===== src/rtl/ft245_out_arbiter.sv =====
// Packet-atomic round-robin arbiter sharing the FT245 out FIFO between a command-response
// requester (0) and an interrupt/status requester (1), with timeout padding for stalled sources.
module ft245_out_arbiter #(
    parameter int unsigned LEN_WIDTH = 16,
    parameter int unsigned TIMEOUT   = 1024,
    parameter logic [7:0]  PAD_BYTE  = 8'h00
) (
    input  logic                 clk,
    input  logic                 rst,
    input  logic                 r0_req,
    input  logic [LEN_WIDTH-1:0] r0_len,
    input  logic [7:0]           r0_data,
    input  logic                 r0_valid,
    output logic                 r0_rd,
    output logic                 r0_grant,
    output logic                 r0_done,
    output logic                 r0_timeout,
    input  logic                 r1_req,
    input  logic [LEN_WIDTH-1:0] r1_len,
    input  logic [7:0]           r1_data,
    input  logic                 r1_valid,
    output logic                 r1_rd,
    output logic                 r1_grant,
    output logic                 r1_done,
    output logic                 r1_timeout,
    input  logic                 out_fifo_full,
    output logic                 out_fifo_wr,
    output logic [7:0]           out_fifo_data,
    output logic                 busy
);

    localparam int unsigned STARVE_WIDTH = $clog2(TIMEOUT + 1);
    localparam logic [STARVE_WIDTH-1:0] STARVE_LAST = STARVE_WIDTH'(TIMEOUT - 1);

    typedef enum logic [1:0] {StIdle, StXfer, StPad, StDone} state_e;

    state_e                  state_q, state_d;
    logic                    owner_q, owner_d;
    logic                    last_q, last_d;
    logic                    timeout_q, timeout_d;
    logic [LEN_WIDTH-1:0]    remaining_q, remaining_d;
    logic [STARVE_WIDTH-1:0] starve_q, starve_d;

    logic                 cur_valid;
    logic [7:0]           cur_data;
    logic                 accept;
    logic                 pick;
    logic [LEN_WIDTH-1:0] pick_len;

    assign cur_valid = owner_q ? r1_valid : r0_valid;
    assign cur_data  = owner_q ? r1_data : r0_data;
    assign pick      = (r0_req & r1_req) ? ~last_q : r1_req;
    assign pick_len  = pick ? r1_len : r0_len;

    always_comb begin
        state_d       = state_q;
        owner_d       = owner_q;
        last_d        = last_q;
        timeout_d     = timeout_q;
        remaining_d   = remaining_q;
        starve_d      = starve_q;
        accept        = 1'b0;
        out_fifo_wr   = 1'b0;
        out_fifo_data = cur_data;
        unique case (state_q)
            StIdle: begin
                if (r0_req | r1_req) begin
                    owner_d     = pick;
                    remaining_d = pick_len;
                    starve_d    = '0;
                    timeout_d   = 1'b0;
                    state_d     = (pick_len == '0) ? StDone : StXfer;
                end
            end
            StXfer: begin
                // Gating with rst stops the write in the very cycle reset is applied.
                accept      = cur_valid & ~out_fifo_full & ~rst;
                out_fifo_wr = accept;
                if (accept) begin
                    remaining_d = remaining_q - LEN_WIDTH'(1);
                    starve_d    = '0;
                    if (remaining_q == LEN_WIDTH'(1)) state_d = StDone;
                end else if (!cur_valid && !out_fifo_full) begin
                    starve_d = starve_q + STARVE_WIDTH'(1);
                    if (starve_q == STARVE_LAST) begin
                        state_d   = StPad;
                        timeout_d = 1'b1;
                    end
                end
            end
            StPad: begin
                out_fifo_data = PAD_BYTE;
                out_fifo_wr   = ~out_fifo_full & ~rst;
                if (out_fifo_wr) begin
                    remaining_d = remaining_q - LEN_WIDTH'(1);
                    if (remaining_q == LEN_WIDTH'(1)) state_d = StDone;
                end
            end
            StDone: begin
                last_d    = owner_q;
                timeout_d = 1'b0;
                state_d   = StIdle;
            end
            default: state_d = StIdle;
        endcase
    end

    always_ff @(posedge clk) begin
        if (rst) begin
            state_q     <= StIdle;
            owner_q     <= 1'b0;
            last_q      <= 1'b1;
            timeout_q   <= 1'b0;
            remaining_q <= '0;
            starve_q    <= '0;
        end else begin
            state_q     <= state_d;
            owner_q     <= owner_d;
            last_q      <= last_d;
            timeout_q   <= timeout_d;
            remaining_q <= remaining_d;
            starve_q    <= starve_d;
        end
    end

    assign busy       = (state_q != StIdle);
    assign r0_rd      = accept & ~owner_q;
    assign r1_rd      = accept & owner_q;
    assign r0_grant   = busy & ~owner_q;
    assign r1_grant   = busy & owner_q;
    assign r0_done    = (state_q == StDone) & ~owner_q;
    assign r1_done    = (state_q == StDone) & owner_q;
    assign r0_timeout = r0_done & timeout_q;
    assign r1_timeout = r1_done & timeout_q;

endmodule


===== config.mk =====
export PLATFORM = sky130hd
export DESIGN_NAME = ft245_out_arbiter
export DESIGN_NICKNAME = d
export VERILOG_FILES = /design/src/rtl/ft245_out_arbiter.sv
export SDC_FILE = /design/constraint.sdc
export NUM_CORES = 1
export LEC_CHECK = 0
export CAP_MARGIN = 30
export CELL_PAD_IN_SITES_DETAIL_PLACEMENT = 0
export CELL_PAD_IN_SITES_GLOBAL_PLACEMENT = 1
export CORE_MARGIN = 4
export CORE_UTILIZATION = 34
export CTS_CLUSTER_SIZE = 14
export DETAILED_ROUTE_END_ITERATION = 12
export GPL_ROUTABILITY_DRIVEN = 0
export PLACE_DENSITY = 0.88
export SYNTH_ARGS = -nofsm -noshare
export SYNTH_HDL_FRONTEND = slang
export SYNTH_SLANG_ARGS = --single-unit

===== constraint.sdc =====
create_clock -name clk -period 2.17 [get_ports clk]
set_input_delay 0.434 -clock clk [delete_from_list [all_inputs] [get_ports clk]]
set_output_delay 0.434 -clock clk [all_outputs]
set_load 0.03 [all_outputs]

==> impl_results.md <==
* Critical path fanouts, max at 3
* Post-synth cell types at 49
* Post-synthesis sequential area ratio at 26.26%
* Kind of end point of the critical path: output pin
* Vias in the first global route at 2,633
* Reg2reg setup slack at 0.12 ns
* Syn_nets at 383
* MaxCap Viol Count at 0
* Hold Path Class: register to register
* Starting density of the core at 35.52%
* Slew HR at 73.38%
* DP Worst Slack at -0.1445 ns
* Top post-synthesis cells by area: dfxtp_1 (26%), mux2i_1 (7.0%), nor2_1 (5.5%)
* Pin count of the biggest net entering global routing at 42
* Cts-stage hold buffer count at 0
* Dominant synthesized flop cell: dfxtp_1
* Synth async-reset ratio at 0%
* Final hold violations at 0
* Post-synth top cells: nor2_1 (36), dfxtp_1 (32), o21ai_0 (26)
* Detailed placer's ending HPWL at 5679 um
* Row count at 30
* WL/cell at 14.29 um
* Share of the synthesized area in the top cell type at 26.26%
* RSZ-0062 raised after global routing: true
* #FFs+latches synth at 32
* Die Span Y at 92.71 um
* Syn Inst Count at 321
* Layout Nets at 480
* Tcrit/Tclk final at 97.28%
* Core area at 6869 um2
* Vias at 2,747
* Grt ovf at 0
* Die footprint at 8595 um2
* Post-synth top area cell: dfxtp_1
* NetSw at 2025 uW
* Power per cell area at 1214 nW/um2
* WP data required at 1.74 ns
* EDFF count, synth at 0
* Leak at 0.001402 uW
* Final setup vio count at 0
* Vias per cell at 5.334
* Part of the power in registers at 20.7%
* TNS Setup at 0 ns
* Pin slew with the least headroom to its limit at 0.3962 ns
* Crit path kind: input port to output pin
* Placed Area at 3462 um2
* CTS tree: built
* CP Launch Type: input port
* Clk network pwr share at 14.6%
* Critical Path AT at 1.68 ns
* Detailed Route WL at 7357 um
* Clock-pin slew on the worst setup and hold paths at 0.07 ns
* Tot GR Track Use at 17.16%
* First-pass iteration count of the detailed router at 4
* Power, Total at 4416 uW
* Crit path time final at 2.111 ns
* Design Area, Final at 3637 um2
* ANT nets after route at 0
* Setup Skew at 0.007236 ns
* DR iter-0 viols at 107
* CTS buffer count at 5
* # port buffers at 72
* Skew-Pair Late Insertion Delay at 0.29 ns
* Top Ports at 73
* Worst Setup Slack, final at 0.05901 ns
* Status: finished clean
* Global-route wire length before repair at 12,140 um
* Die X at 92.71 um
* Gate power share at 64.7%
* Achievable Freq at 0.4737 GHz
* Clk buf depth at 2
* Layout area overhead at 49.08%
* Mapped cell area at 2440 um2
* Max rail drop VDD at 535.6 uV
* Warnings from Yosys at 0
* Clock root cell: clkbuf_8
* Internal power at 2391 uW
* Sw Ratio at 45.86%
* H-Tree Level Count at 2
* Avg Cell Area, Syn at 7.601 um2
* Layout cells sized above 1 at 19.09%
* Final hold slack at 0.4963 ns
* CTS Sinks at 32
* Initial antenna violation count at 0
* Final Max Tran Viols at 0
* Antenna cell count at 0
* DRC at 0
* Count leader, synth: nor2_1
==> area by class of cell <==
cell class,count,area [um2]
Clock buffer,7,96.34
Clock inverter,1,30.03
Fill cell,671,3232
Inverter,13,48.80
Multi-Input combinational cell,255,1702
Sequential cell,32,641.9
Tap cell,96,120.1
Timing Repair Buffer,111,998.5
==> cell families (layout without fill, tap and decap cells) <==
family | count (synthesis) | after routing | share of synthesized area [%]
simple gates | 127 | 127 | 28.26
compound gates | 92 | 92 | 23.74
buf+inv | 34 | 132 | 5.692
flops | 32 | 32 | 26.26
mux | 24 | 24 | 10.67
fa+ha+maj | 7 | 7 | 3.590
xor+xnor | 5 | 5 | 1.795
==> layout by cell type (no fill, tap or decap), drive strengths merged, types with 8 or more instances in the layout <==
| master | count |
|---|---|
| a21oi | 23 |
| buf | 52 |
| clkdlybuf4s50 | 53 |
| dfxtp | 32 |
| inv | 13 |
| mux2i | 18 |
| nand2 | 23 |
| nor2 | 36 |
| nor4 | 16 |
| o211ai | 8 |
| o21ai | 26 |
==> repair_timing <==
item	in CTS	in global routing
setup endpoints to repair	7	7
setup buffers	4	0
gates resized for setup	8	3
pin swaps	1	0
==> power by group through the flow <==
stage          Sequential, uW  Clock, uW  Combinational (uW)
2_1_floorplan             876          0                1860
3_3_place_gp              915          0                2810
3_5_place_dp              924          0                2830
4_1_cts                   908        658                2850
5_1_grt                   934        677                3160
6_report                  914        646                2860
==> through the flow <==
stage / cells / utilization, %
finish: 515 / 52.95
global route: 515 / 52.95
CTS: 515 / 52.77
detailed placement: 503 / 50.40
global placement: 503 / 50.40
floorplan: 321 / -
==> worst max-delay path, stage by stage <==
cell and delay, ns:
clkdlybuf4s50_1 0.50, mux2i_4 0.09, nor3_4 0.22, nor2_1 0.07, nor4_2 0.15, buf_4 0.20
==> per-layer routing <==
metal / share of wire, % / GRT usage (%) / routed length [um]
met5: 0 / 0 / 0
met3: 5.3 / 3.493 / 390
met1: 46 / 21.90 / 3355
met4: 0.92 / 3.907 / 68
met2: 48 / 29.67 / 3543
==> flip-flops by register name, indices dropped and copies added, names as in the netlist <==
name	cells
last_q	1
starve_q	11
state_q	2
remaining_q	16
owner_q	1
timeout_q	1
==> final timing paths <==
path | start | depth (start not counted) | to
worst min-delay path | remaining_q[1]$_SDFFE_PP0P_ | 2 | remaining_q[1]$_SDFFE_PP0P_
worst min register to register | remaining_q[1]$_SDFFE_PP0P_ | 2 | remaining_q[1]$_SDFFE_PP0P_
worst max register to register | state_q[0]$_SDFFE_PP0P_ | 7 | starve_q[6]$_SDFFE_PP0P_
worst max-delay path | r1_valid | 6 | out_fifo_wr
No activity file was read; power rests on OpenSTA's default activity.
